[src/rtl/csa_tree_pkg.sv]
// Shared sizing helpers for the pipelined carry-save reduction tree.
package csa_tree_pkg;

    localparam int MAX_OPS    = 9;
    localparam int MAX_LEVELS = 4;

    // Each 3:2 level turns every full group of three rows into two and keeps leftovers.
    function automatic int csa_rows_after(input int n, input int lvl);
        int rows;
        rows = n;
        for (int i = 0; i < lvl; i++) begin
            if (rows > 2) rows = (rows / 3) * 2 + rows % 3;
        end
        return rows;
    endfunction

    function automatic int csa_levels(input int n);
        int lvl;
        lvl = 0;
        for (int i = 0; i < MAX_LEVELS; i++) begin
            if (csa_rows_after(n, i) > 2) lvl = lvl + 1;
        end
        return lvl;
    endfunction

endpackage

[src/rtl/csa_tree_level.sv]
// One combinational 3:2 carry-save level: groups of three rows from row 0 become
// (sum, carry<<1) pairs; one or two leftover rows pass straight through after them.
module csa_tree_level
    import csa_tree_pkg::*;
#(
    parameter int WIDTH    = 16,
    parameter int ROWS_IN  = 3,
    localparam int ROWS_OUT = csa_rows_after(ROWS_IN, 1)
) (
    input  logic [ROWS_IN*WIDTH-1:0]  rows_in,
    output logic [ROWS_OUT*WIDTH-1:0] rows_out
);

    localparam int GROUPS = ROWS_IN / 3;
    localparam int LEFT   = ROWS_IN % 3;

    for (genvar g = 0; g < GROUPS; g++) begin : g_grp
        logic [WIDTH-1:0] a;
        logic [WIDTH-1:0] b;
        logic [WIDTH-1:0] c;
        logic [WIDTH-1:0] maj;
        assign a   = rows_in[(3*g)*WIDTH +: WIDTH];
        assign b   = rows_in[(3*g+1)*WIDTH +: WIDTH];
        assign c   = rows_in[(3*g+2)*WIDTH +: WIDTH];
        assign maj = (a & b) | (a & c) | (b & c);
        assign rows_out[(2*g)*WIDTH +: WIDTH]   = a ^ b ^ c;
        assign rows_out[(2*g+1)*WIDTH +: WIDTH] = maj << 1;
    end

    if (LEFT > 0) begin : g_left
        assign rows_out[ROWS_OUT*WIDTH-1 : 2*GROUPS*WIDTH] = rows_in[ROWS_IN*WIDTH-1 : 3*GROUPS*WIDTH];
    end

endmodule

[src/rtl/csa_tree_pipe.sv]
// Elastic pipelined carry-save tree reducing NUM_OPS operands to a sum row and a carry row.
// Define CSA_TREE_CPA_EN to append a registered carry-propagate stage driving out_result.
module csa_tree_pipe
    import csa_tree_pkg::*;
#(
    parameter int WIDTH   = 16,
    parameter int NUM_OPS = 4,
    parameter int TAG_W   = 4
) (
    input  logic                     clk,
    input  logic                     rst_n,
    input  logic                     flush,
    input  logic                     in_valid,
    output logic                     in_ready,
    input  logic [NUM_OPS*WIDTH-1:0] in_ops,
    input  logic [TAG_W-1:0]         in_tag,
    output logic                     out_valid,
    input  logic                     out_ready,
    output logic [WIDTH-1:0]         out_sum,
    output logic [WIDTH-1:0]         out_carry,
    output logic [TAG_W-1:0]         out_tag,
    output logic [WIDTH-1:0]         out_result
);

    localparam int LEVELS = csa_levels(NUM_OPS);
`ifdef CSA_TREE_CPA_EN
    localparam int NSTG = LEVELS + 1;
`else
    localparam int NSTG = LEVELS;
`endif

    if (NUM_OPS < 3 || NUM_OPS > MAX_OPS) begin : g_bad_ops
        $error("csa_tree_pipe: NUM_OPS must be in 3..9");
    end

    // Handshake: a beat moves into stage i when that stage is empty or its own content
    // leaves this cycle; the ready chain is combinational so a full pipe still accepts
    // one set per cycle while out_ready is high. flush empties every stage.
    logic [NSTG-1:0]  v_q;
    logic [NSTG-1:0]  v_d;
    logic [NSTG-1:0]  adv;
    logic [NSTG-1:0]  vin;
    logic [NSTG-1:0]  load;
    logic [TAG_W-1:0] tag_q [NSTG];
    logic [TAG_W-1:0] tag_d [NSTG];

    always_comb begin
        logic blocked;
        blocked = !out_ready;
        adv     = '0;
        vin     = '0;
        for (int i = NSTG - 1; i >= 0; i--) begin
            blocked = blocked && v_q[i];
            adv[i]  = !blocked;
        end
        vin[0] = in_valid;
        for (int i = 1; i < NSTG; i++) vin[i] = v_q[i-1];
        load = adv & vin;
        v_d  = flush ? '0 : ((adv & vin) | (~adv & v_q));
    end

    always_comb begin
        tag_d[0] = load[0] ? in_tag : tag_q[0];
        for (int i = 1; i < NSTG; i++) begin
            tag_d[i] = load[i] ? tag_q[i-1] : tag_q[i];
        end
    end

    always_ff @(posedge clk or negedge rst_n) begin
        if (!rst_n) begin
            v_q   <= '0;
            tag_q <= '{default: '0};
        end else begin
            v_q   <= v_d;
            tag_q <= tag_d;
        end
    end

    for (genvar s = 0; s < LEVELS; s++) begin : g_lvl
        localparam int RIN  = csa_rows_after(NUM_OPS, s);
        localparam int ROUT = csa_rows_after(NUM_OPS, s + 1);
        logic [RIN*WIDTH-1:0]  lvl_in;
        logic [ROUT*WIDTH-1:0] lvl_out;
        logic [ROUT*WIDTH-1:0] rows_d;
        logic [ROUT*WIDTH-1:0] rows_q;

        if (s == 0) begin : g_head
            assign lvl_in = in_ops;
        end else begin : g_tail
            assign lvl_in = g_lvl[s-1].rows_q;
        end

        csa_tree_level #(.WIDTH(WIDTH), .ROWS_IN(RIN)) u_level (
            .rows_in  (lvl_in),
            .rows_out (lvl_out)
        );

        always_comb begin
            rows_d = rows_q;
            if (load[s]) rows_d = lvl_out;
        end

        always_ff @(posedge clk or negedge rst_n) begin
            if (!rst_n) rows_q <= '0;
            else        rows_q <= rows_d;
        end
    end

    // The last level always reduces three rows, so row 0 is sum and row 1 is carry.
    logic [WIDTH-1:0] csa_sum;
    logic [WIDTH-1:0] csa_carry;
    assign csa_sum   = g_lvl[LEVELS-1].rows_q[WIDTH-1:0];
    assign csa_carry = g_lvl[LEVELS-1].rows_q[2*WIDTH-1:WIDTH];

`ifdef CSA_TREE_CPA_EN
    logic [WIDTH-1:0] sum_q, sum_d;
    logic [WIDTH-1:0] carry_q, carry_d;
    logic [WIDTH-1:0] result_q, result_d;

    always_comb begin
        sum_d    = sum_q;
        carry_d  = carry_q;
        result_d = result_q;
        if (load[NSTG-1]) begin
            sum_d    = csa_sum;
            carry_d  = csa_carry;
            result_d = csa_sum + csa_carry;
        end
    end

    always_ff @(posedge clk or negedge rst_n) begin
        if (!rst_n) begin
            sum_q    <= '0;
            carry_q  <= '0;
            result_q <= '0;
        end else begin
            sum_q    <= sum_d;
            carry_q  <= carry_d;
            result_q <= result_d;
        end
    end

    assign out_sum    = sum_q;
    assign out_carry  = carry_q;
    assign out_result = result_q;
`else
    assign out_sum    = csa_sum;
    assign out_carry  = csa_carry;
    assign out_result = '0;
`endif

    assign in_ready  = adv[0];
    assign out_valid = v_q[NSTG-1];
    assign out_tag   = tag_q[NSTG-1];

endmodule

[config.mk]
export PLATFORM = sky130hd
export DESIGN_NAME = csa_tree_pipe
export DESIGN_NICKNAME = d
export VERILOG_FILES = /design/src/rtl/csa_tree_pkg.sv /design/src/rtl/csa_tree_level.sv /design/src/rtl/csa_tree_pipe.sv
export SDC_FILE = /design/constraint.sdc
export NUM_CORES = 1
export LEC_CHECK = 0
export ABC_AREA = 1
export CORE_ASPECT_RATIO = 1.75
export CORE_MARGIN = 8
export CORE_UTILIZATION = 35
export CTS_CLUSTER_SIZE = 20
export DETAILED_ROUTE_END_ITERATION = 16
export HOLD_SLACK_MARGIN = 0.15
export MAX_ROUTING_LAYER = met4
export PLACE_DENSITY = 0.57
export RECOVER_POWER = 25
export SETUP_SLACK_MARGIN = 0.2
export SLEW_MARGIN = 15
export SYNTH_ARGS = -nofsm -noshare
export SYNTH_HDL_FRONTEND = slang
export SYNTH_HIERARCHICAL = 1
export SYNTH_SLANG_ARGS = --single-unit
[constraint.sdc]
create_clock -name clk -period 1.2 [get_ports clk]
set_input_delay 0.24 -clock clk [delete_from_list [all_inputs] [get_ports clk]]
set_output_delay 0.24 -clock clk [all_outputs]
set_load 0.02 [all_outputs]
### Word level (Yosys, flattened, before mapping)

Index checks and enable logic that the tools add are counted.

| operators by class | value |
|---|---|
| mux-type cells | 1 |
| bitwise gates (word level) | 18 |
| reduce and logical (&&, ||, !) cells | 5 |

Operators with widths:

| kind | number |
|---|---|
| $and A15 B15 Y15 | 6 |
| $xor A16 B16 Y16 | 4 |
| $or A15 B15 Y15 | 4 |
| $and A2 B2 Y2 | 2 |
| $logic_not A1 Y1 | 3 |
| $logic_and A1 B1 Y1 | 2 |
| $mux W2 | 1 |
| $not A2 Y2 | 1 |
| $or A2 B2 Y2 | 1 |

| word-level totals | value |
|---|---|
| flip-flop bits (word level) | 88 |
| word-level logic and storage cells | 29 |

### Depth between registers and ports, before layout

Gate-level depths: netlist (run 1).

| logic depth | value |
|---|---|
| depth after elaboration | 8 |
| depth in mapped cells | 7 |

### Hierarchy

The synthesis (run 1) kept the hierarchy.

By module, submodules not included:

| module | times used | cells each | area an instance (µm²) | sequential area each (µm²) |
|---|---|---|---|---|
| csa_tree_pipe | 1 | 410 | 3,734.8 | 2,252.2 |
| csa_tree_level (g_lvl[0].u_level) | 1 | 42 | 466.7 | 0.0 |
| csa_tree_level (g_lvl[1].u_level) | 1 | 26 | 346.6 | 0.0 |

### Worst setup path after synthesis (run 1)

No wires, ideal clock.

| timing path | value |
|---|---|
| path kind | reg-to-reg |
| start | register v_q[1] |
| end | register g_lvl[1].rows_q[10] |
| data arrival time | 1,034 ps |
| required time | 1,083 ps |
| path slack | 49 ps |
| stages on the path, launching flop included | 6 |
| buffers on the path | 2 |
| period minus slack after synthesis | 1,151 ps |
| cell sequence | dfrtp_1 > nand2_2 > buf_6 > buf_2 > nand3_1 > nand2_1 |

| between the ends | value |
|---|---|
| cells in the longest elaborated chain, start to end | 3 |

Ends and longest elaborated chain:

| what | RTL line | RTL |
|---|---|---|
| from (decl) | csa_tree_pipe.sv:39 | `logic [NSTG-1:0] v_q;` |
| from (signal assigned) | csa_tree_pipe.sv:74 | `v_q <= v_d;` |
| $logic_and A1 B1 Y1 | csa_tree_pipe.sv:53 | `blocked = blocked && v_q[i];` |
| $logic_not A1 Y1 | csa_tree_pipe.sv:54 | `adv[i] = !blocked;` |
| $and A2 B2 Y2 | csa_tree_pipe.sv:58 | `load = adv & vin;` |
| to (signal assigned) | csa_tree_pipe.sv:105 | `else rows_q <= rows_d;` |
| to (decl) | csa_tree_pipe.sv:85 | `logic [ROUT*WIDTH-1:0] rows_q;` |

Every way passes these cells.
A chain may end at the register's enable or synchronous reset.

### Worst setup path after layout (run 1)

| timing path | value |
|---|---|
| start | register v_q[0] |
| end | output port in_ready |

| between the ends | value |
|---|---|
| cells in the longest elaborated chain, start to end | 2 |

Ends and longest elaborated chain:

| what | RTL line | RTL |
|---|---|---|
| $logic_and A1 B1 Y1 | csa_tree_pipe.sv:53 |  |
| $logic_not A1 Y1 | csa_tree_pipe.sv:54 |  |
| to (decl) | csa_tree_pipe.sv:14 | `output logic in_ready,` |

Every way passes these cells.

==> results of run 1 <==
## how the worst min path moves through the flow
stage | startpoint | endpoint | slack [ps]
2_1_floorplan | rst_n | g_lvl[0].rows_q[0] | -60
3_3_place_gp | rst_n | g_lvl[0].rows_q[15] | 50
3_5_place_dp | rst_n | g_lvl[0].rows_q[15] | 50
4_1_cts | rst_n | g_lvl[0].rows_q[15] | 250
5_1_grt | in_valid | g_lvl[0].rows_q[44] | 260
6_report | in_valid | g_lvl[0].rows_q[44] | 260
## sequential cells by signal, indices dropped and copies added, names as in the netlist
register      count
tag_q             4
g_lvl.rows_q     80
v_q               2
out_tag           4
## power by group through the flow
stage          logic [mW]  registers, mW  clock network [mW]
3_3_place_gp         2.44           3.93                   0
6_report             3.41           3.96                2.72
2_1_floorplan       0.966           4.22                   0
5_1_grt              3.69           4.02                2.91
4_1_cts              2.98           3.96                2.79
3_5_place_dp         2.48           3.95                   0
## critical path, stage by stage (launching register included)
cell	delay [ps]
dfrtp_2	420
nand3_4	110
buf_6	130
## cell type report
| class | instances | area share (%) |
|---|---|---|
| Tap cell | 171 | 3.07 |
| Clock buffer | 10 | 3.28 |
| Multi-Input combinational cell | 330 | 30.2 |
| Clock inverter | 6 | 0.825 |
| Sequential cell | 90 | 32.3 |
| Timing Repair Buffer | 187 | 29.9 |
| Inverter | 8 | 0.430 |
## cell usage after synthesis
master | instances | share of area [%]
buf_6 | 2 | 0.50
buf_2 | 14 | 1.5
inv_1 | 8 | 0.66
conb_1 | 3 | 0.25
nand3_1 | 90 | 9.9
nand2_1 | 186 | 15
buf_4 | 45 | 7.4
nand3_4 | 1 | 0.39
nand2_4 | 2 | 0.50
dfrtp_1 | 90 | 50
clkbuf_1 | 4 | 0.33
nand2_2 | 1 | 0.14
fa_1 | 30 | 13
a21oi_1 | 1 | 0.11
a21oi_2 | 1 | 0.19
## kinds of logic (layout without fill, tap and decap cells)
| logic type | Yosys count | count (layout) |
|---|---|---|
| simple gates | 280 | 280 |
| flops | 90 | 90 |
| compound gates | 2 | 2 |
| fa+ha+maj | 30 | 30 |
| other cells | 3 | 18 |
| buf+inv | 73 | 211 |
## placed cells by master (no fill, tap or decap), types with 2 or more instances in the layout
cell	count
fa_1	27
inv_1	7
buf_6	40
nand2_2	32
nand2_1	143
dfrtp_2	2
clkbuf_1	2
nand3_1	81
fa_2	3
buf_4	49
buf_16	7
nand3_2	9
clkbuf_16	10
nand2_4	13
buf_12	16
clkdlybuf4s50_1	69
conb_1	18
clkinv_2	4
dfrtp_1	88
## metal layers
metal / GRT usage [%] / wire length [um] / share of wire (%)
met1: 18.3 / 5280 / 41
met2: 25.8 / 6890 / 54
met3: 2.46 / 454 / 3.5
met4: 5.33 / 186 / 1.5
met5: - / 0 / 0
## timing repair
item | in CTS | in global routing
buffers inserted | 27 | 26
hold endpoints to repair | 90 | 0
resized for setup | 243 | 60
cloned | 7 | 1
hold buffers | 1 | 0
setup endpoints to repair | 128 | 128
pin swaps | 8 | 19
==> impl_metrics.ini, run 1 <==
[pwr]
switching_share_pct = 30.5
power_mw = 10.1
p_per_area_mw_per_mm2 = 1450
peakVddDrop_mv = 0.701
clockPowerShare_pct = 27.0
leakagePower_nw = 3.46
power_frac_comb_pct = 33.8
p_int_mw = 7.01
power_frac_seq_pct = 39.2
switchingPower_mw = 3.08

[setup_path]
r2r_slack_ps = -10
crit_start = v_q[0]
required_ps = 960
r2r_start = v_q[0]
reg2regPathDepth = 6
critPathKind = reg2out
cp_max_fo = 2
reg2reg_to = g_lvl[0].rows_q[31]
arrival_ps = 1000
cp-endpoint = in_ready
startpoint_type = flip-flop
endpoint_kind = output port

[synthesis]
synth_warnings = 6
synthAdderAreaFrac_pct = 13.2
synth_top_family_by_area = simple AND/OR/NAND/NOR gates
synthDistinctLibCells = 15
synthSimpleGateAreaFrac_pct = 26.3
synthCells = 478
syn-cell-area_mm2 = 0.00455
synth_seq_cells = 90
synth_compound_area_share_pct = 0.303
synthMuxAreaShare_pct = 0
synth_area_per_cell_um2 = 9.51
synth-xor-area-share_pct = 0
ys_seq_area_share_pct = 49.5

[placement]
port_buffers = 110
routabilityCongestion = 0.783
pre_cts_ws_ps = -567
hpwl_um = 8510
place_area_mm2 = 0.00571
dp.cells = 724

[finish]
post-route-util_pct = 54.5
n_antenna_cell = 0
multiInputGateArea_mm2 = 0.00211
syn2layout_area_growth_pct = 53.5
ff_latch_area_mm2 = 0.00225
layout.nets = 729
design_area_mm2 = 0.00698
fillers = 1181
layout-drive-gt1-share_pct = 30.6
fin_cells = 802

[floorplanning]
io_pins = 127
row_count = 55
core_mm2 = 0.0128
fp.dieW_um = 102
initial_core_util_pct = 35.5
dieArea_mm2 = 0.0170
die_h_um = 167

[run_status]
failed_checks = negative setup slack
status = complete, but fails checks

[cts]
worst_skew_pair.late_latency_ps = 330
clock-sinks = 90
cts_root_buffer = clkbuf_16
cts.path.max_buffers = 2
htree_levels = 3
cts_made_buffers = 9
clk_pin_slew_ps = 60
cts_tree = done

[hold_path]
min_path_cells = 3
min_path_type = in2reg

[sta]
min_period_ps = 1240
max_freq_mhz = 804
setup_ws_ps = -43.6
rsz0062_at_grt = true
setup_viol = 10
report.final.slew_viol_count = 0
hold-worst-slack_ps = 261
fin_crit_sh_pct = 104
hold_viol = 0
tns_ps = -83.3
clock-skew-final_ps = 7.05

[drt]
dr.pass1.iters = 5
drc_errors = 0
antenna_left = 0
viasPerCell = 4.56
wl_per_cell_um = 16.0
routed_wl_um = 12800
vias = 3654
drtIter0Drc = 156

[global_routing]
grt_pass1_wl_um = 19700
grt_pass1_vias = 3793
grt_max_degree = 47
grtUsageTotal_pct = 15.5
grt_overflow_total = 0
antenna_found_initial = 0

[job]
max_cap_viol_count = 0
(Power assumes the default switching activity.)
==> inputs of run 2 (changes only) <==
Settings changed: SKIP_LAST_GASP from default to 1.
==> run 2 against run 1 <==
- the run still ends with negative setup slack left
- power is essentially flat
- hold slack lost 2.0 ps
- sequential power is essentially flat
- setup slack lost 1.7 ps
- clock power is essentially flat
- sequential share of layout area shrank 0.075 points
- combinational power is essentially flat
- fmax shrank 0.14%
- sequential cell count is the same
- via count shrank 1.2%
- critical path depth is the same
- critical path type unchanged
- largest power group unchanged
==> impl_metrics.ini, run 2 (synthesized netlist as in run 1, its figures left out) <==
[pwr]
p_int_mw = 7.01
switchingPower_mw = 3.07
power_mw = 10.1
clockPowerShare_pct = 27.0
leakagePower_nw = 3.49
power_frac_seq_pct = 39.3
switching_share_pct = 30.5
power_frac_comb_pct = 33.8
peakVddDrop_mv = 0.706
p_per_area_mw_per_mm2 = 1440

[floorplanning]
dieArea_mm2 = 0.0170
die_h_um = 167
initial_core_util_pct = 35.5
io_pins = 127
core_mm2 = 0.0128
row_count = 55
fp.dieW_um = 102

[sta]
report.final.slew_viol_count = 0
hold_viol = 0
tns_ps = -358
max_freq_mhz = 803
fin_crit_sh_pct = 104
setup_viol = 33
clock-skew-final_ps = 5.66
setup_ws_ps = -45.3
rsz0062_at_grt = true
min_period_ps = 1250

[global_routing]
grt_pass1_wl_um = 19700
grt_max_degree = 47
grt_pass1_vias = 3789
grt_overflow_total = 0
grtUsageTotal_pct = 15.5
antenna_found_initial = 0

[run_status]
failed_checks = negative setup slack
status = complete, but fails checks

[setup_path]
worstPathCellList = nand3_4 > buf_6
cp_slowest_cell = dfrtp_2
endpoint_kind = output port
critPathKind = reg2out
cpPeakStageDelay_ps = 420
path_delay_family = flip-flops
required_ps = 960
cp_max_fo = 2
startpoint_type = flip-flop
cp_num_buf_inv = 1
arrival_ps = 1010

[placement]
port_buffers = 110
hpwl_um = 8510
routabilityCongestion = 0.783

[hold_path]
min_path_type = in2reg

[cts]
cts_root_buffer = clkbuf_16
worst_skew_pair.late_latency_ps = 340
cts_tree = done
cts.path.max_buffers = 2
clk_pin_slew_ps = 60
clock-sinks = 90
htree_levels = 3
cts_made_buffers = 9

[drt]
antenna_left = 0
drc_errors = 0
vias = 3610
wl_per_cell_um = 16.0
routed_wl_um = 12800
viasPerCell = 4.50
drtIter0Drc = 158
dr.pass1.iters = 4

[job]
max_cap_viol_count = 0

[finish]
largest_reg_flops = 80
largest-register = g_lvl.rows_q
mostFrequentLayoutCell = nand2_1
n_antenna_cell = 0
layout.nets = 730
layout-drive-gt1-share_pct = 29.6
layout.cells.most_common_list = 150 x nand2_1, 88 x dfrtp_1, 81 x nand3_1
syn2layout_area_growth_pct = 53.8
fillers = 1167
==> run 2: cell types whose count changed in the layout (fill, tap and decap cells not counted), sizes merged <==
cell | previous run | this run
dlygate4sd2 | 1 | 0
clkbuf | 12 | 13
dlymetal6s2s | 0 | 1
==> run 2: what timing repair did <==
action	in CTS	in global routing
endpoints found under the hold margin	90	0
resized for setup	235	62
hold buffers	1	0
setup endpoints to repair	128	128
cloned	7	2
pin swaps	3	19
setup buffers	27	26
==> run 2: per-stage QoR <==
stage	hold WS [ps]	cells	area [um2]	util (%)	worst slack (ps)
2_1_floorplan	-55.6	493	4640	-	127
3_3_place_gp	47.4	724	5710	44.6	-565
3_5_place_dp	49.3	724	5710	44.6	-567
4_1_cts	252	775	6520	51.0	-68.4
5_1_grt	257	803	7000	54.7	-72.8
6_report	259	803	7000	54.7	-45.3
==> run 2: tightest hold or removal path, delay by kind of cell <==
| kind | cells | cell delay, ps |
|---|---|---|
| buffers and inverters | 1 | 170 |
| AND/OR/NAND/NOR | 2 | 150 |
==> run 2: cell type report <==
class / count / area (um2) / area share [%]
Timing Repair Buffer: 188 / 2120 / 30.3
Tap cell: 171 / 214 / 3.06
Inverter: 8 / 30.0 / 0.429
Clock buffer: 10 / 229 / 3.27
Clock inverter: 6 / 57.6 / 0.823
Multi-Input combinational cell: 330 / 2090 / 29.9
Sequential cell: 90 / 2250 / 32.2
==> run 2: layer usage <==
layer | up-vias | share of wire [%] | GRT usage (%)
li1 | 1753 | - | -
met1 | 1748 | 40 | 18.2
met2 | 99 | 54 | 25.8
met3 | 10 | 4.2 | 2.46
met4 | 0 | 1.2 | 5.33
met5 | - | 0 | -
==> run 2: power by group through the flow <==
stage,combinational [mW],clock [mW],sequential [mW]
floorplan,0.966,0,4.22
global placement,2.44,0,3.93
detailed placement,2.48,0,3.95
CTS,2.97,2.79,3.95
global route,3.69,2.91,4.02
finish,3.40,2.72,3.96
==> run 2: path summary, 6_finish.rpt <==
kind                               start             endpoint  slack, ps  cells after the start
worst max register to register    v_q[0]               v_q[1]        -30                      6
max in group asynchronous          rst_n   g_lvl[1].rows_q[6]        340                      3
worst min register to register  tag_q[4]             tag_q[4]        480                      2
min in group asynchronous          rst_n  g_lvl[0].rows_q[15]        310                      2
worst min-delay path            in_valid  g_lvl[0].rows_q[44]        260                      3
worst max-delay path              v_q[0]             in_ready        -50                      2
